File: src/rtl/rtm_pkg.sv
// Shared types and instruction field layout for the microprogrammed
// register-transfer sequencer.
package rtm_pkg;

    localparam int OP_LSB  = 10;
    localparam int D_LSB   = 8;
    localparam int SA_LSB  = 6;
    localparam int SB_LSB  = 4;
    localparam int IMM_LSB = 0;

    typedef enum logic [1:0] {
        OP_LDI = 2'd0,
        OP_ADD = 2'd1,
        OP_ADC = 2'd2,
        OP_CTL = 2'd3
    } op_e;

    typedef enum logic [1:0] {
        SUB_HALT = 2'd0,
        SUB_JMP  = 2'd1,
        SUB_JC   = 2'd2,
        SUB_NOP  = 2'd3
    } sub_e;

    typedef enum logic [1:0] {
        S_IDLE   = 2'd0,
        S_FETCH  = 2'd1,
        S_EXEC   = 2'd2,
        S_HALTED = 2'd3
    } state_e;

    typedef struct packed {
        op_e        op;
        logic [1:0] d;
        logic [1:0] sa;
        logic [1:0] sb;
        logic [3:0] imm;
    } instr_t;

    function automatic instr_t decode_fields(input logic [11:0] w);
        instr_t f;
        f.op  = op_e'(w[OP_LSB +: 2]);
        f.d   = w[D_LSB +: 2];
        f.sa  = w[SA_LSB +: 2];
        f.sb  = w[SB_LSB +: 2];
        f.imm = w[IMM_LSB +: 4];
        return f;
    endfunction

endpackage

File: src/rtl/rtm_prog_mem.sv
// Program store: synchronous write, asynchronous read, contents survive reset.
module rtm_prog_mem #(
    parameter int DEPTH = 16,
    parameter int WIDTH = 12
) (
    input  logic                     clk_i,
    input  logic                     we_i,
    input  logic [$clog2(DEPTH)-1:0] waddr_i,
    input  logic [WIDTH-1:0]         wdata_i,
    input  logic [$clog2(DEPTH)-1:0] raddr_i,
    output logic [WIDTH-1:0]         rdata_o
);

    logic [WIDTH-1:0] mem_q [DEPTH];

    always_ff @(posedge clk_i) begin
        if (we_i) begin
            mem_q[waddr_i] <= wdata_i;
        end
    end

    assign rdata_o = mem_q[raddr_i];

endmodule

File: src/rtl/rtm_sequencer.sv
// Fetch/execute sequencer driving the 4x4-bit datapath control lines,
// with a carry flag for conditional jumps.
//
//   state    | meaning
//   ---------+-----------------------------------------------------
//   S_IDLE   | after reset; program may be written, start runs
//   S_FETCH  | ir <- mem[pc], pc <- pc + 1
//   S_EXEC   | control lines decoded from ir; jumps, cf update
//   S_HALTED | stopped by HALT; program may be written, start reruns
module rtm_sequencer
    import rtm_pkg::*;
#(
    parameter int PDEPTH = 16,
    parameter int IW     = 12
) (
    input  logic                      clock,
    input  logic                      ctl_clear,
    input  logic                      start,
    input  logic                      prog_we,
    input  logic [$clog2(PDEPTH)-1:0] prog_addr,
    input  logic [IW-1:0]             prog_data,
    input  logic                      carry_out,
    output logic [1:0]                ctl_d,
    output logic                      ctl_we,
    output logic [1:0]                ctl_sa,
    output logic [1:0]                ctl_sb,
    output logic                      ctl_add,
    output logic                      carry_in,
    output logic [3:0]                indata,
    output logic                      busy,
    output logic                      halted
);

    localparam int AW = $clog2(PDEPTH);

    state_e         state_q, state_d;
    logic [AW-1:0]  pc_q, pc_d;
    logic [IW-1:0]  ir_q, ir_d;
    logic           cf_q, cf_d;
    logic [IW-1:0]  mem_rdata;
    logic           mem_we;
    instr_t         ins;

    // Writes are locked out while running so a fetch never races a write.
    assign mem_we = prog_we && ((state_q == S_IDLE) || (state_q == S_HALTED));

    rtm_prog_mem #(
        .DEPTH (PDEPTH),
        .WIDTH (IW)
    ) u_prog_mem (
        .clk_i   (clock),
        .we_i    (mem_we),
        .waddr_i (prog_addr),
        .wdata_i (prog_data),
        .raddr_i (pc_q),
        .rdata_o (mem_rdata)
    );

    assign ins = decode_fields(ir_q);

    always_ff @(posedge clock) begin
        if (ctl_clear) begin
            state_q <= S_IDLE;
            pc_q    <= '0;
            ir_q    <= '0;
            cf_q    <= 1'b0;
        end else begin
            state_q <= state_d;
            pc_q    <= pc_d;
            ir_q    <= ir_d;
            cf_q    <= cf_d;
        end
    end

    always_comb begin
        state_d  = state_q;
        pc_d     = pc_q;
        ir_d     = ir_q;
        cf_d     = cf_q;
        ctl_d    = 2'd0;
        ctl_we   = 1'b0;
        ctl_sa   = 2'd0;
        ctl_sb   = 2'd0;
        ctl_add  = 1'b0;
        carry_in = 1'b0;
        indata   = 4'd0;

        case (state_q)
            S_IDLE, S_HALTED: begin
                if (start) begin
                    state_d = S_FETCH;
                    pc_d    = '0;
                    cf_d    = 1'b0;
                end
            end
            S_FETCH: begin
                ir_d    = mem_rdata;
                pc_d    = pc_q + 1'b1;
                state_d = S_EXEC;
            end
            S_EXEC: begin
                state_d = S_FETCH;
                case (ins.op)
                    OP_LDI: begin
                        ctl_d  = ins.d;
                        ctl_we = 1'b1;
                        indata = ins.imm;
                    end
                    OP_ADD, OP_ADC: begin
                        ctl_add  = 1'b1;
                        ctl_sa   = ins.sa;
                        ctl_sb   = ins.sb;
                        ctl_d    = ins.d;
                        ctl_we   = 1'b1;
                        carry_in = (ins.op == OP_ADC) && cf_q;
                        cf_d     = carry_out;
                    end
                    OP_CTL: begin
                        case (sub_e'(ins.d))
                            SUB_HALT: state_d = S_HALTED;
                            SUB_JMP:  pc_d = ins.imm[AW-1:0];
                            SUB_JC: begin
                                if (cf_q) begin
                                    pc_d = ins.imm[AW-1:0];
                                end
                            end
                            default: ;
                        endcase
                    end
                    default: ;
                endcase
            end
            default: state_d = S_IDLE;
        endcase
    end

    assign busy   = (state_q == S_FETCH) || (state_q == S_EXEC);
    assign halted = (state_q == S_HALTED);

endmodule

File: config.mk
export PLATFORM = sky130hd
export DESIGN_NAME = rtm_sequencer
export DESIGN_NICKNAME = d
export VERILOG_FILES = /design/src/rtl/rtm_pkg.sv /design/src/rtl/rtm_prog_mem.sv /design/src/rtl/rtm_sequencer.sv
export SDC_FILE = /design/constraint.sdc
export NUM_CORES = 1
export LEC_CHECK = 0
export BUFFER_PORTS_ARGS = -buffer_cell sky130_fd_sc_hd__buf_4
export CAP_MARGIN = 20
export CORE_MARGIN = 5
export CORE_UTILIZATION = 23
export DETAILED_ROUTE_END_ITERATION = 8
export PLACE_DENSITY = 0.35
export SLEW_MARGIN = 20
export SYNTH_ARGS = -nofsm -noshare
export SYNTH_HDL_FRONTEND = slang
export SYNTH_SLANG_ARGS = --single-unit
File: constraint.sdc
create_clock -name clock -period 3.85 [get_ports clock]
set_input_delay 0.1925 -clock clock [delete_from_list [all_inputs] [get_ports clock]]
set_output_delay 0.1925 -clock clock [all_outputs]
set_load 0.01 [all_outputs]
Word-level counts from Yosys, hierarchy flattened. Memories as Yosys holds them, arrays and structs flattened. A register that Yosys moved wholly into a read port is not among the register bits. Index checks and enable logic that the tools add are counted.

Register bits: 7. Memory bits (writable): 192. Bits of input ports: 21. Output and inout port bits: 15. Word-level logic and storage cells: 59. Memories kept: 1.

Add/sub/neg operators: 1. Equality and inequality tests: 13. Mux-type cells: 28. Reduce and logical (&&, ||, !) cells: 13.

Memory list: u_prog_mem.mem_q (words 16, bits a word 12, read ports 1, clocked after memory_dff 1, wr ports 1, RTL line rtm_prog_mem.sv:14) `logic [WIDTH-1:0] mem_q [DEPTH];`.

Operators with widths (number): two-way mux 4 bit (5); two-way mux 2 bit (9); case mux 4 bit (3 select lines) (1); equality test 2 bit (second input constant) (5); two-way mux 1 bit (10); case mux 4 bit (2 select lines) (1); equality test 2 x 1 -> 1 bit (second input constant) (3); zero test 2 bit (3); case mux 2 bit (3 select lines) (1); adder 4 x 1 -> 4 bit (second input constant) (1); inequality test 2 x 1 -> 1 bit (second input constant) (2); AND reduction 4 bit (1); OR reduction 2 bit (2); inequality test 3 x 1 -> 1 bit (second input constant) (1); inequality test 3 bit (second input constant) (1); AND reduction 3 bit (1); OR reduction 3 bit (1); logical AND 1 bit (2); logical OR 1 bit (2); inequality test 2 bit (second input constant) (1); case mux 1 bit (2 select lines) (1); nonzero test 2 bit (1).

Logic depth before layout (Yosys ltp). Gate-level depths: netlist (run 1).

Word-level depth: 5. Depth in mapped cells: 7.

Hierarchy. Synthesis (run 1) repeated with hierarchy kept, for this count alone.

Cell total of the unflattened synthesis: 436. Area, all modules: 8404.3 um2.

By module, submodules not included: rtm_prog_mem (times used 1, cells an instance 317, area an instance 7359.6 um2, sequential area each 5765.5 um2); rtm_sequencer (times used 1, cells an instance 119, area an instance 1044.8 um2, sequential area each 380.4 um2).

Worst setup path before layout (run 1). No wires, ideal clock.

Path kind: reg2reg. Start: reg state_q[0]. End: mem u_prog_mem.mem_q[0][0], enable pin. Library setup time: 0.396 ns. Data arrival time: 2.291 ns. Required time: 3.454 ns. Slack: 1.163 ns. Cell stages (with the launch flop): 7. Buffers on the path: 1. Period minus slack after synthesis: 2.687 ns. Cell sequence: dfxtp_1 inv_1 ha_1 clkbuf_1 nand2_1 or3_1 nor3_1.

Cells in the longest elaborated chain, start to end: 5. Elaborated cells between the ends (all ways): 6. Classes of those cells: 1 x eq/ne; 2 x mux; 3 x reduce/logical.

RTL lines: from (decl) (RTL line rtm_sequencer.sv:36) `state_e state_q, state_d;`; from (signal assigned) (RTL line rtm_sequencer.sv:68) `state_q <= state_d;`; equality test 2 bit / zero test 2 bit (equally long branches) (RTL line rtm_sequencer.sv:45) `assign mem_we = prog_we && ((state_q == S_IDLE) || (state_q == S_HALTED));`; logical OR 1 bit * (RTL line rtm_sequencer.sv:45); logical AND 1 bit * (RTL line rtm_sequencer.sv:45); two-way mux 1 bit * (RTL line rtm_prog_mem.sv:17) `if (we_i) begin`; two-way mux 1 bit (implied by the code) * (RTL line rtm_prog_mem.sv:18) `mem_q[waddr_i] <= wdata_i;`; to (decl) (RTL line rtm_prog_mem.sv:14).

Mark *: on every way between the ends. The rest lies on a longest branch, timed or not.

==> results of run 1 <==
## worst max-delay path by stage
stage	startpoint	to	slack [ns]	cells past startpoint
6_report	pc_q[0]	ins[8]	1.31	4
5_1_grt	state_q[0]	u_prog_mem.mem_q[5][10]	1.13	5
4_1_cts	state_q[0]	u_prog_mem.mem_q[0][1]	1.02	5
3_5_place_dp	state_q[0]	u_prog_mem.mem_q[2][3]	1.01	5
3_3_place_gp	state_q[0]	u_prog_mem.mem_q[2][11]	1.07	5
2_1_floorplan	state_q[0]	u_prog_mem.mem_q[0][0]	1.16	6
## through the flow
step | power [µW] | utilization [%]
2_1_floorplan | 2730 | -
3_3_place_gp | 2860 | 25.5
3_5_place_dp | 2870 | 25.5
4_1_cts | 5260 | 27.9
5_1_grt | 5390 | 28.0
6_report | 5180 | 28.0
## power by group
group          total (µW)  switching, µW  leakage, µW  internal (µW)
logic                 247            163     0.000994           83.9
clock network        2360            889     0.000400           1470
registers            2570           30.7      0.00189           2540
## critical path, stage by stage (launching register included)
cell	delay [ns]
dfxtp_1	0.88
nand2_1	0.68
a211oi_1	0.43
a2111oi_0	0.11
a221o_1	0.32
## what timing repair did
action	4_1_cts	5_1_grt
hold buffers	6	0
endpoints found under the hold margin	44	0
setup buffers	0	0
## per-layer routing
layer	GRT usage, %	share of wire, %	vias to the layer above
li1	-	-	2077
met1	15.1	48	2333
met2	16.4	46	86
met3	1.61	3.5	38
met4	3.32	2.4	0
met5	0	0	-
## sequential cells by signal, summed over array words and instances (netlist names)
register,flops
pc_q,4
ins,12
cf_q,1
state_q,2
u_prog_mem.mem_q,192
## kinds of logic after synthesis
kind of cell,synth area share (%)
mux,11.1
fa+ha+maj,1.33
simple gates,6.21
compound gates,6.05
xor+xnor,0.311
flops,72.7
buf+inv,2.28
## placed cells by master (no fill, tap or decap), types with 6 or more instances in the layout
cell type,count
mux4_2,24
and3_1,9
ha_1,9
mux2i_1,13
a221o_1,12
a211oi_1,13
buf_4,51
dfxtp_1,17
o22ai_1,12
a2111oi_0,12
nor2b_1,16
nand2_1,42
edfxtp_1,192
dlygate4sd3_1,6
inv_1,6
mux2_2,24
clkbuf_16,25
nor2_1,17
## layout make-up
type / count / share of cell area, %
flip-flops and latches: 211 / 60.3
multi-input cells: 247 / 21.1
clock buffers: 31 / 6.45
well taps: 468 / 5.74
repair buffers: 59 / 4.65
clock inverters: 12 / 1.52
inverters: 6 / 0.221
==> reports/metrics.cfg, run 1 <==
[timing]
slew_viol_final=0
tns_ns=0
fin_worst_skew_ns=0.0147
slew_headroom_pct=29.4
fin_crit_sh_pct=65.9
hold_ws_ns=0.0152
grt_setup_unrepaired=no
setup_viol=0
fmax_mhz=394
tightest_slew_ns=1.06
setup_ws_ns=1.31
hold_violations=0
fin_crit_ns=2.54

[final_layout]
multi_input_area_um2=2150
finalInstanceArea_um2=10200
layout-area-overhead-vs-synth_pct=20.6
fillers=3678
ff_latch_area_um2=6150
final_layout_size_suffix_gt1_share_pct=25.1
n_antenna_cell=0
fin_nets=580
final-instance-count-excl-fill=1034

[die]
rows=70
die_height_um=202
die_w_um=202
dieArea_um2=40700
top_level_ports=36
core_um2=36400
start_util_pct=23.2

[logic_synthesis]
ys_types=44
ys_seq_area_share_pct=72.7
yosys-top-cells-area=edfxtp_1 68%, mux4_2 6.4%, dfxtp_1 4.5%
yosys-top-cells-count=192 x edfxtp_1, 42 x nand2_1, 24 x mux2_2, 24 x mux4_2, 19 x dfxtp_1
synth_edf_count=192
ys_async_sr_fraction_pct=0
syn_area_um2=8460
synth_top_area_share_pct=68.2
synth.avg_cell_area_um2=17.2
synth_most_common_cell=edfxtp_1
syn_inst=491
ys.flop_type=edfxtp_1
yosys_register_bits=211
synth_top_cell_by_area=edfxtp_1
synth_nets=521
ys_warn_count=0

[clocking]
cts.clk_slew.worst_paths_ns=0.06
cts_sinks=211
root_buffer=clkbuf_16
h-tree-depth=1
clock_path_buffers=3
cts_buffers=25
cts_tree=done
ctsResizeCount=0
clk_latency_ns=0.52

[flow_run]
max_cap_viol_count=0

[critical_path]
critPathKind=register to register
r2r-start=pc_q[0]
timing.rr.end=ins[8]
crit_path_start_kind=register
arrival_ns=2.93
crit_path_max_fanout=20
r2r_setup_slack_ns=1.31
critPathCaptureType=register
required_ns=4.25
rr_worst_depth=4

[grt]
overflow=0
grt_max_degree=52
grt_pass1_vias=4676
grt_first_pass_wirelength_mm=31.9
antenna_found_initial=0
grt_use_total_pct=10.5

[route]
drt-vias-per-instance=4.38
drc=0
post_drt_wl_per_cell_um=21.0
drtAntennaViolNets=0
vias=4534
drtPass1Iterations=7
wl_mm=21.7
initialDrtViolationCount=278

[placement]
place.port_buffers=35
place.gp.congestion=0.712
dp.cells=983
post-place-ws_ns=1.01
dp_hpwl_mm=13.8
place_area_um2=9300

[pwr]
max-vdd-ir-drop_uv=273
p_per_area_nw_per_um2=507
leakage_uw=0.00328

[min_path]
holdCritStartpoint=prog_data[8]
hold_path_end=u_prog_mem.mem_q[0][8]
hold_depth=1
hp-class=input port to register

[status]
status=completed

Note: power is estimated with default switching activity, not from simulation.
==> run 2, diff against run 1 <==
--- a/config.mk
+++ b/config.mk
@@ -5,6 +5,7 @@
 export SDC_FILE = /design/constraint.sdc
 export NUM_CORES = 1
 export LEC_CHECK = 0
+export ABC_AREA = 1
 export BUFFER_PORTS_ARGS = -buffer_cell sky130_fd_sc_hd__buf_4
 export CAP_MARGIN = 20
 export CORE_MARGIN = 5
==> constraint.sdc (replaced) <==
create_clock -name clock -period 2.5 [get_ports clock]
set_input_delay 0.125 -clock clock [delete_from_list [all_inputs] [get_ports clock]]
set_output_delay 0.125 -clock clock [all_outputs]
set_load 0.01 [all_outputs]
==> reports/metrics.cfg, run 2 <==
[placement]
dp_hpwl_mm=16.8  ; +21%
place.gp.congestion=0.744  ; +4.4%
place.port_buffers=35  ; unchanged

[logic_synthesis]
synth_top_family_by_area=simple AND/OR/NAND/NOR gates
yosys-top-cells-count=273 x nand2_1, 192 x edfxtp_1, 164 x nand3_1
synth_xor_area_share_pct=0  ; -0.31 points
ys_seq_area_share_pct=69.5  ; -3.2 points
synthMuxAreaShare_pct=0  ; -11 points
syn_area_um2=8840  ; +4.5%
ys_warn_count=0  ; unchanged
yosys.area_share.simple_pct=22.5  ; +16 points
yosys_register_bits=211  ; unchanged
synth.avg_cell_area_um2=10.9  ; -37%
synth_edf_count=192  ; unchanged
yosys-top-cells-area=edfxtp_1 65%, nand2_1 12%, nand3_1 9.3%
synth_compound_area_share_pct=2.00  ; -4.1 points
synth_most_common_cell=nand2_1
synthAdderAreaFrac_pct=1.27  ; -0.058 points
ys.flop_type=edfxtp_1
synth_nets=843  ; +62%
syn_inst=813  ; +66%
ys_async_sr_fraction_pct=0  ; unchanged
synth_top_cell_by_area=edfxtp_1
ys_types=21  ; -52%
synth_top_area_share_pct=65.2  ; -3.0 points

[timing]
hold_ws_ns=0.234  ; +0.219 ns
setup_viol=0  ; unchanged
tightest_slew_ns=0.610  ; -0.446 ns
tns_ns=0  ; unchanged
fin_crit_ns=2.18  ; -0.357 ns
grt_setup_unrepaired=no
hold_violations=0  ; unchanged
fin_worst_skew_ns=0.0229  ; +0.00820 ns
fin_crit_sh_pct=87.1  ; +21 points
slew_headroom_pct=59.3  ; +30 points
fmax_mhz=459  ; +16%
slew_viol_final=0  ; unchanged

[status]
status=completed

[pwr]
max-vdd-ir-drop_uv=444  ; +63%
p_int_uw=6300  ; +54%
p_per_area_nw_per_um2=768  ; +51%
power_switching_uw=1990  ; +83%
p_seq_share_pct=47.8  ; -1.9 points
switching_share_pct=24.0  ; +3.1 points
pwr-share-comb_pct=8.1  ; +3.3 points
clkPwrFrac_pct=44.0  ; -1.5 points
leakage_uw=0.00400  ; +22%

[clocking]
clock_path_buffers=3  ; unchanged
cts_buffers=27  ; +8.0%
cts_tree=done
root_buffer=clkbuf_16
cts_setup_buffers=0  ; unchanged
clk_latency_ns=0.54  ; +0.02 ns
h-tree-depth=1  ; unchanged
cts.clk_slew.worst_paths_ns=0.06  ; about the same
cts_sinks=211  ; unchanged

[final_layout]
fillers=4018  ; +9.2%
final_layout_size_suffix_gt1_share_pct=12.8  ; -12 points
layout-area-overhead-vs-synth_pct=22.1
largest_reg_flops=192  ; unchanged
layout_commonest_cell=nand2_1
top_register=u_prog_mem.mem_q
n_antenna_cell=0  ; unchanged
final_cell_mix=273 x nand2_1, 192 x edfxtp_1, 164 x nand3_1
fin_nets=913  ; +57%

[grt]
grt_pass1_vias=6007  ; +28%
top_usage_layer=met2
grt_use_total_pct=12.6  ; +2.1 points
antenna_found_initial=1  ; +1
overflow=0  ; unchanged
grt_util_met2_pct=20.1  ; +3.7 points
met3_usage_pct=1.91  ; +0.30 points
use_met1_pct=18.1  ; +3.0 points
grt_first_pass_wirelength_mm=39.7  ; +24%
grt_max_degree=97  ; +87%

[route]
drc=0  ; unchanged
drtPass1Iterations=5  ; -2
initialDrtViolationCount=324  ; +17%
vias=5926  ; +31%
wl_mm=26.5  ; +22%
drt-vias-per-instance=4.20  ; -4.3%
post_drt_wl_per_cell_um=18.8  ; -11%
drtAntennaViolNets=0  ; unchanged

[die]
top_level_ports=36  ; unchanged
dieArea_um2=42500  ; +4.3%
die_height_um=206  ; +2.1%
start_util_pct=23.4  ; +0.15 points
die_w_um=206  ; +2.1%
core_um2=37800  ; +3.9%
rows=71  ; +1.4%

[critical_path]
r2r_setup_slack_ns=0.32  ; -0.99 ns
critPathCaptureType=register
critPathKind=register to register
crit_path_start_kind=register
arrival_ns=2.64  ; -0.29 ns
required_ns=2.96  ; -1.29 ns
crit_path_max_fanout=7  ; -65%

[flow_run]
max_cap_viol_count=0  ; unchanged

[min_path]
hp-class=input port to register

## run 2: final timing paths
kind	start	depth (start not counted)	to
hold / removal	prog_addr[0]	5	u_prog_mem.mem_q[10][11]
hold reg to reg	ins[4]	4	ins[4]
setup / recovery	state_q[0]	9	cf_q
setup reg to reg	state_q[0]	9	cf_q
## run 2: routing by layer
| metal | vias to the layer above | part of all wire (%) |
|---|---|---|
| met1 | 2846 | 49 |
| li1 | 2931 | - |
| met2 | 116 | 46 |
| met3 | 33 | 3.9 |
| met5 | - | 0 |
| met4 | 0 | 1.7 |
## run 2: what timing repair did
action / CTS / global route
endpoints found under the setup margin: 0 / 0
hold buffers: 17 / 0
endpoints found under the hold margin: 157 / 0
resized for setup: 0 / 0
## run 2: worst max-delay path, stage by stage (launching register included)
cell           delay [ns]
dfxtp_1              0.40
inv_1                0.08
ha_1                 0.42
inv_2                0.12
nor2_1               0.14
inv_1                0.10
nand2_1              0.09
a21oi_1              0.04
a211oi_1             0.16
dlygate4sd3_1        0.56
## run 2: through the flow
| stage | instances | cell area (µm²) | power [µW] | setup WS, ns | utilization [%] |
|---|---|---|---|---|---|
| 6_report | 1412 | 10800 | 8290 | 0.321 | 28.5 |
| 5_1_grt | 1412 | 10800 | 8640 | 0.183 | 28.5 |
| 4_1_cts | 1412 | 10800 | 8410 | 0.350 | 28.5 |
| 3_5_place_dp | 1348 | 9800 | 4700 | 0.421 | 25.9 |
| 3_3_place_gp | 1348 | 9800 | 4710 | 0.442 | 25.9 |
| 2_1_floorplan | 813 | 8840 | 4400 | 0.307 | - |
## run 2: power groups by stage
stage	clock (µW)	combinational, µW	sequential (µW)
2_1_floorplan	0	377	4030
3_3_place_gp	0	671	4040
3_5_place_dp	0	665	4040
4_1_cts	3760	693	3960
5_1_grt	3910	765	3970
6_report	3650	673	3960
## run 2: area by class of cell
cell class	count	area, µm²	share of cell area (%)
inverter	45	171	1.59
tap	511	639	5.92
clock inverter	17	141	1.31
clock buffer	30	687	6.36
timing repair buffer	84	711	6.58
multi-input combinational	514	2290	21.3
sequential	211	6150	57.0
## run 2: logic make-up (layout without fill, tap and decap cells)
| group | Yosys count | in the layout |
|---|---|---|
| flip-flops | 211 | 211 |
| buffers and inverters | 88 | 176 |
| adder cells (fa/ha/maj) | 9 | 9 |
| AND/OR/NAND/NOR | 471 | 471 |
| AO/OA/AOI/OAI | 34 | 34 |
==> run 3, diff against run 2 <==
--- a/config.mk
+++ b/config.mk
@@ -5,7 +5,6 @@
 export SDC_FILE = /design/constraint.sdc
 export NUM_CORES = 1
 export LEC_CHECK = 0
-export ABC_AREA = 1
 export BUFFER_PORTS_ARGS = -buffer_cell sky130_fd_sc_hd__buf_4
 export CAP_MARGIN = 20
 export CORE_MARGIN = 5
==> reports/metrics.cfg, run 3 (synthesis gave the netlist of run 1 again) <==
[critical_path]
critPathCaptureType=register
critPathKind=register to register
crit_path_start_kind=register
cp_slowest_cell=a2111oi_0
crit_path_max_fanout=12  ; +5
arrival_ns=2.81  ; +0.17 ns
crit_buf_inv=1  ; -3
crit_cells=5  ; -4
rr_worst_depth=5  ; -4
r2r-start=pc_q[0]
cpPeakStageDelay_ns=0.71  ; +0.15 ns
critical_path.top_delay_family=compound AO/OA/AOI/OAI gates
crit_path_cell_trace=nand2b_1, o22ai_1, a2111oi_0, buf_4, a221o_1
cp-startpoint=pc_q[0]
required_ns=2.97  ; about the same

[final_layout]
final_cell_mix=192 x edfxtp_1, 73 x buf_4, 42 x nand2_1
final_layout_size_suffix_gt1_share_pct=27.3  ; +14 points
n_antenna_cell=0  ; unchanged
top_register=u_prog_mem.mem_q
fin_nets=611  ; -33%
layout-area-overhead-vs-synth_pct=23.3
largest_reg_flops=192  ; unchanged
layout_commonest_cell=edfxtp_1

[die]
die_w_um=202  ; -2.1%
core_um2=36400  ; -3.7%
top_level_ports=36  ; unchanged
die_height_um=202  ; -2.1%
rows=70  ; -1.4%
start_util_pct=23.2  ; -0.15 points
dieArea_um2=40700  ; -4.1%

[pwr]
p_total_uw=7810  ; -5.7%
leakage_uw=0.00341  ; -15%
p_per_area_nw_per_um2=749  ; -2.4%
max-vdd-ir-drop_uv=383  ; -14%

[grt]
use_met1_pct=15.2  ; -2.9 points
met3_usage_pct=1.80  ; -0.11 points
grt_pass1_vias=4827  ; -20%
top_usage_layer=met2
grt_util_met2_pct=18.3  ; -1.8 points
overflow=0  ; unchanged
grt_max_degree=33  ; -66%
grt_first_pass_wirelength_mm=33.4  ; -16%
grt_use_total_pct=11.1  ; -1.5 points
antenna_found_initial=0  ; -1

[timing]
slew_headroom_pct=31.2  ; -28 points
slew_viol_final=0  ; unchanged
fin_crit_sh_pct=93.8  ; +6.6 points
fin_crit_ns=2.34  ; +0.165 ns
tightest_slew_ns=1.03  ; +0.419 ns
hold_violations=0  ; unchanged
grt_setup_unrepaired=no
tns_ns=0  ; unchanged
fmax_mhz=427  ; -7.1%
fin_worst_skew_ns=0.0239  ; +0.000959 ns
setup_viol=0  ; unchanged

[route]
wl_mm=22.9  ; -14%
drt-vias-per-instance=4.34  ; +3.3%
post_drt_wl_per_cell_um=21.4  ; +14%
vias=4622  ; -22%
initialDrtViolationCount=255  ; -21%
drtAntennaViolNets=0  ; unchanged
drtPass1Iterations=7  ; +2
drc=0  ; unchanged

[placement]
place.port_buffers=35  ; unchanged
place.gp.congestion=0.737  ; -0.83%
dp_hpwl_mm=14.9  ; -11%

[clocking]
h-tree-depth=1  ; unchanged
cts_buffers=24  ; -11%
clk_latency_ns=0.52  ; -0.02 ns
root_buffer=clkbuf_16
cts_tree=done
cts.clk_slew.worst_paths_ns=0.06  ; about the same
cts_sinks=211  ; unchanged
clock_path_buffers=3  ; unchanged
cts_setup_buffers=0  ; unchanged

[flow_run]
max_cap_viol_count=0  ; unchanged

[min_path]
hp-class=input port to register
holdCritStartpoint=prog_addr[1]
hold_depth=3  ; -2

[status]
status=completed

## run 3: per-layer routing
layer,wire length (µm),part of all wire (%)
met1,10700,47
met2,11000,48
met3,828,3.6
met4,341,1.5
met5,0,0
## run 3: power by group
| group | total, µW | internal (µW) | switching (µW) |
|---|---|---|---|
| logic | 410 | 150 | 260 |
| registers | 3960 | 3910 | 40.4 |
| clock network | 3450 | 2070 | 1380 |
| total | 7810 | 6140 | 1680 |
## run 3: cell type report
class,count,area [µm²]
flip-flops and latches,211,6150
clock buffers,29,619
clock inverters,14,153
multi-input cells,247,2140
inverters,6,22.5
fillers,3660,26000
repair buffers,91,758
well taps,468,586
## run 3: through the flow
stage | instances | area (µm²) | hold slack, ns | setup slack [ns] | utilization, %
2_1_floorplan | 491 | 8460 | 0.224 | 0.00259 | -
3_3_place_gp | 1008 | 9500 | 0.380 | 0.0365 | 26.1
3_5_place_dp | 1008 | 9500 | 0.377 | 0.0301 | 26.1
4_1_cts | 1066 | 10400 | 0.133 | 0.00872 | 28.6
5_1_grt | 1066 | 10400 | 0.157 | 0.0413 | 28.6
6_report | 1066 | 10400 | 0.163 | 0.156 | 28.6
## run 3: worst min-delay path: stages
cell and delay [ns]:
buf_4 0.13, nor3_2 0.05, buf_4 0.19
## run 3: repair_timing
item,in CTS,in global routing
hold buffers,15,0
setup endpoints to repair,0,2
endpoints found under the hold margin,152,0
gates resized for setup,0,2
## run 3: path summary, 6_finish.rpt
check | endpoint | slack (ns)
worst max-delay path | ins[9] | 0.16
worst min-delay path | u_prog_mem.mem_q[0][7] | 0.16
worst max register to register | ins[9] | 0.16
worst min register to register | ins[7] | 0.48
